### config.mk
export PLATFORM = sky130hd
export DESIGN_NAME = image_loader
export DESIGN_NICKNAME = d
export VERILOG_FILES = /design/src/rtl/image_loader.sv
export SDC_FILE = /design/constraint.sdc
export NUM_CORES = 1
export LEC_CHECK = 0
export ABC_AREA = 1
export BUFFER_PORTS_ARGS = -buffer_cell sky130_fd_sc_hd__buf_4
export CAP_MARGIN = 20
export CORE_ASPECT_RATIO = 0.9
export CORE_UTILIZATION = 46
export CTS_BUF_LIST = sky130_fd_sc_hd__clkbuf_4 sky130_fd_sc_hd__clkbuf_8 sky130_fd_sc_hd__clkbuf_16
export CTS_CLUSTER_DIAMETER = 200
export DETAILED_ROUTE_END_ITERATION = 8
export GPL_ROUTABILITY_DRIVEN = 0
export PLACE_DENSITY = 0.74
export SLEW_MARGIN = 5
export SYNTH_ARGS = -nofsm -noshare
export SYNTH_HDL_FRONTEND = slang
export SYNTH_SLANG_ARGS = --single-unit
### constraint.sdc
create_clock -name clk -period 1.25 [get_ports clk]
set_input_delay 0.25 -clock clk [delete_from_list [all_inputs] [get_ports clk]]
set_output_delay 0.25 -clock clk [all_outputs]
set_load 0.03 [all_outputs]
### src/rtl/image_loader.sv
// image_loader: streams pixel bytes into image memory as Q8.8 words, one frame at a time
module image_loader #(
  parameter int NUM_PIXELS = 784,
  parameter bit INVERT = 1'b0
) (
  input  logic        clk,
  input  logic        reset,
  input  logic        s_valid,
  output logic        s_ready,
  input  logic [7:0]  s_data,
  input  logic        s_sof,
  input  logic        frame_ack,
  output logic        img_we,
  output logic [9:0]  img_addr,
  output logic [15:0] img_data,
  output logic        load_complete,
  output logic        frame_err
);
  typedef enum logic [1:0] {IDLE, LOAD, DONE} state_t;
  localparam logic [9:0] LAST = 10'(NUM_PIXELS - 1);
  state_t state, state_nx;
  logic [9:0] cnt, cnt_nx, wr_addr;
  logic xfer, wr, last, err_set, err_clr;
  // handshake, write decode, pixel counter and next state
  always_comb begin
    s_ready = state != DONE;
    xfer = s_valid & s_ready;
    wr = xfer & (state == LOAD | s_sof);
    wr_addr = s_sof ? '0 : cnt;
    last = wr_addr == LAST;
    cnt_nx = wr ? (last ? '0 : wr_addr + 10'd1) : cnt;
    err_set = xfer & (state == LOAD ? s_sof : !s_sof);
    err_clr = xfer & state == IDLE & s_sof;
    state_nx = wr ? (last ? DONE : LOAD) : (state == DONE && frame_ack) ? IDLE : state;
  end
  // state, counter and registered memory-write/status outputs
  always_ff @(posedge clk or negedge reset)
    if (!reset) begin
      state <= IDLE;
      cnt <= '0;
      img_we <= 1'b0;
      img_addr <= '0;
      img_data <= '0;
      load_complete <= 1'b0;
      frame_err <= 1'b0;
    end else begin
      state <= state_nx;
      cnt <= cnt_nx;
      img_we <= wr;
      if (wr) begin
        img_addr <= wr_addr;
        img_data <= {8'h00, INVERT ? 8'hFF - s_data : s_data};
      end
      load_complete <= state == DONE && state_nx == DONE;
      frame_err <= err_set | (frame_err & !err_clr);
    end
endmodule

==> results.cfg <==
[setup_path]
timing.rr.end = state[1]
r2r_slack_ns = -0.23
end_kind = flop
critical_path_arrival_ns = 1.66
required_ns = 1.43
path_class = flop to flop
timing.critical_path.from = state[1]
path_max_fanout = 8
crit_path_start_kind = flop
r2r_cells = 8
r2r_start = state[1]

[global_route]
grt_max_degree = 34
grt_pass1_wl_microns = 5680
grt_use_total_pct = 20.8
antenna_found_initial = 0
grt_pass1_vias = 1205
grt-ovfl-total = 0

[detailed_routing]
antenna_left = 0
drc = 0
wl_microns = 3840
avgRoutedWirePerCell_microns = 12.3
vias_per_cell = 4.73
drtIter0Drc = 71
num_vias = 1482
first_pass_iters = 4

[hold_path]
hold_path.class = primary input to flop
min_to = img_data[3]
hold_depth = 3
hold_start = s_data[3]

[timing]
slew_violations = 0
hold_viol_final = 0
fmax_mhz = 674
fin_skew_ns = 0.00377
rsz0062_at_grt = yes
fin_ws_ns = -0.233
fin_crit_ns = 1.48
setup_violations = 33
holdWs_ns = 0.152
finalCritPeriodShare_pct = 119

[die]
die_h_microns = 58.2
initial_core_util_pct = 48.2
die_area_sq_um = 3750
die_x_microns = 64.5
ios = 43
coreArea_sq_um = 3350
rows = 20

[power]
p_total_mw = 4.59
peakVddDrop_v = 0.00110
p_leak_nw = 1.21
powerDensity_nw_per_um2 = 1920

[synthesis]
yosysTopAreaCell = dfrtp_1
seq_area_frac_synth_pct = 51.1
ys_ff_latch = 33
synth_cell_type_count = 22
syn_avg_cell_area_sq_um = 8.20
yosys_warnings = 0
synth_top_area_share_pct = 51.1
synth_area_leaders = dfrtp_1 51%, nand2_1 16%, o21ai_0 6.2%
synthCells = 197
netlist_area_sq_um = 1620

[placed_design]
dpl.hpwl_microns = 2420
portBuffers = 34
placed_cells = 294
placed_area_sq_um = 2080

[layout]
multi_input_area_sq_um = 747
mostFrequentLayoutCell = buf_4
design_area_sq_um = 2390
area.sequential_sq_um = 826
n_antenna_cell = 0
drive_gt1_share_pct = 42.0
layout_common_cells = 60 x buf_4, 56 x nand2_1, 33 x dfrtp_1
num-fill-cells = 271
layout.cells.non_filler = 313
fin_nets = 283
syn2layout_area_growth_pct = 47.8

[cts]
cts_tree = built
cts.sinks = 33
cts_buffer_depth = 2
h-tree-depth = 2
clkSlewWorstSetupHoldPaths_ns = 0.06
cts-root-buf = clkbuf_8
clkLatencyLatePin_ns = 0.29
numCtsBuffers = 5

[flow_run]
max-cap-violations = 0

[run_status]
failed_checks = negative setup slack
run_status = finished, violations left
==> how the worst max path moves through the flow <==
stage | to | slack (ns) | cells after the start
after floorplan | img_addr[1] | -0.14 | 7
after global placement | load_complete | -0.25 | 9
after detailed placement | load_complete | -0.33 | 9
after CTS | load_complete | -0.15 | 8
after global routing | state[1] | -0.27 | 8
final | state[1] | -0.23 | 8
==> worst max-delay path, cell delays in order, from the launching register on <==
cell and delay (ns):
dfrtp_1 0.41, inv_2 0.08, nand2_2 0.07, ha_4 0.15, or2_4 0.30, inv_8 0.12, o21ai_4 0.09, nand2_2 0.09
inv_1 0.06
==> cell usage after synthesis <==
cell       n
nand2_1   70
o21ai_2    2
nand2_2    2
buf_6      3
nor2_2     1
dfrtp_1   33
xor2_1     3
buf_2      1
ha_1       2
clkinv_4   1
inv_2      2
nand4_1    2
clkbuf_2   1
conb_1     1
o21ai_1    1
inv_1     14
o21ai_0   20
nor2_4     1
nand3_1   13
nor2_1    14
or2_4      1
buf_4      9
==> stage by stage <==
stage          utilization, %  setup TNS, ns  setup slack, ns
2_1_floorplan               -          -2.92           -0.143
3_3_place_gp             62.0          -4.45           -0.253
3_5_place_dp             62.0          -5.55           -0.331
4_1_cts                  66.6          -3.44           -0.147
5_1_grt                  71.2          -6.70           -0.268
6_report                 71.2          -5.18           -0.233
==> flip-flops by register name, indices dropped and copies added, names as in the netlist <==
| name | count |
|---|---|
| load_complete | 1 |
| img_data | 8 |
| img_addr | 10 |
| frame_err | 1 |
| img_we | 1 |
| cnt | 10 |
| state | 2 |
==> cell families (layout without fill, tap and decap cells) <==
kind of cell	count (synthesis)	after routing	synth area share [%]
compound gates	23	23	7.59
fa+ha+maj	2	2	1.55
simple gates	104	104	26.7
xor+xnor	3	3	1.63
buf+inv	31	96	11.2
other cells	1	8	0.232
flops	33	33	51.1
==> timing repair <==
| action | 4_1_cts | 5_1_grt |
|---|---|---|
| buffers inserted | 3 | 5 |
| setup endpoints to repair | 33 | 33 |
| resized for setup | 16 | 32 |
| gates cloned | 0 | 2 |
| hold endpoints to repair | 33 | 0 |
| pin swaps | 6 | 6 |
| hold buffers | 1 | 0 |
==> final cells by class <==
cell class | count | area share, %
well taps | 44 | 2.31
flip-flops and latches | 33 | 34.6
repair buffers | 71 | 25.1
multi-input cells | 140 | 31.3
clock inverters | 2 | 0.419
clock buffers | 6 | 3.20
inverters | 17 | 3.09
==> power breakdown <==
part,internal [mW],leakage [nW],switching [mW]
clock network,0.407,0.0484,0.382
registers,1.35,0.432,0.184
logic,0.986,0.731,1.28
total,2.74,1.21,1.85
==> per-layer routing <==
| layer | vias to the layer above | global-route usage (%) | part of all wire, % |
|---|---|---|---|
| met5 | - | 0 | 0 |
| met4 | 0 | 10.5 | 1.7 |
| met3 | 4 | 6.69 | 4.4 |
| met2 | 35 | 29.6 | 49 |
| met1 | 699 | 28.4 | 45 |
| li1 | 744 | - | - |
No activity file was read; power rests on OpenSTA's default activity.
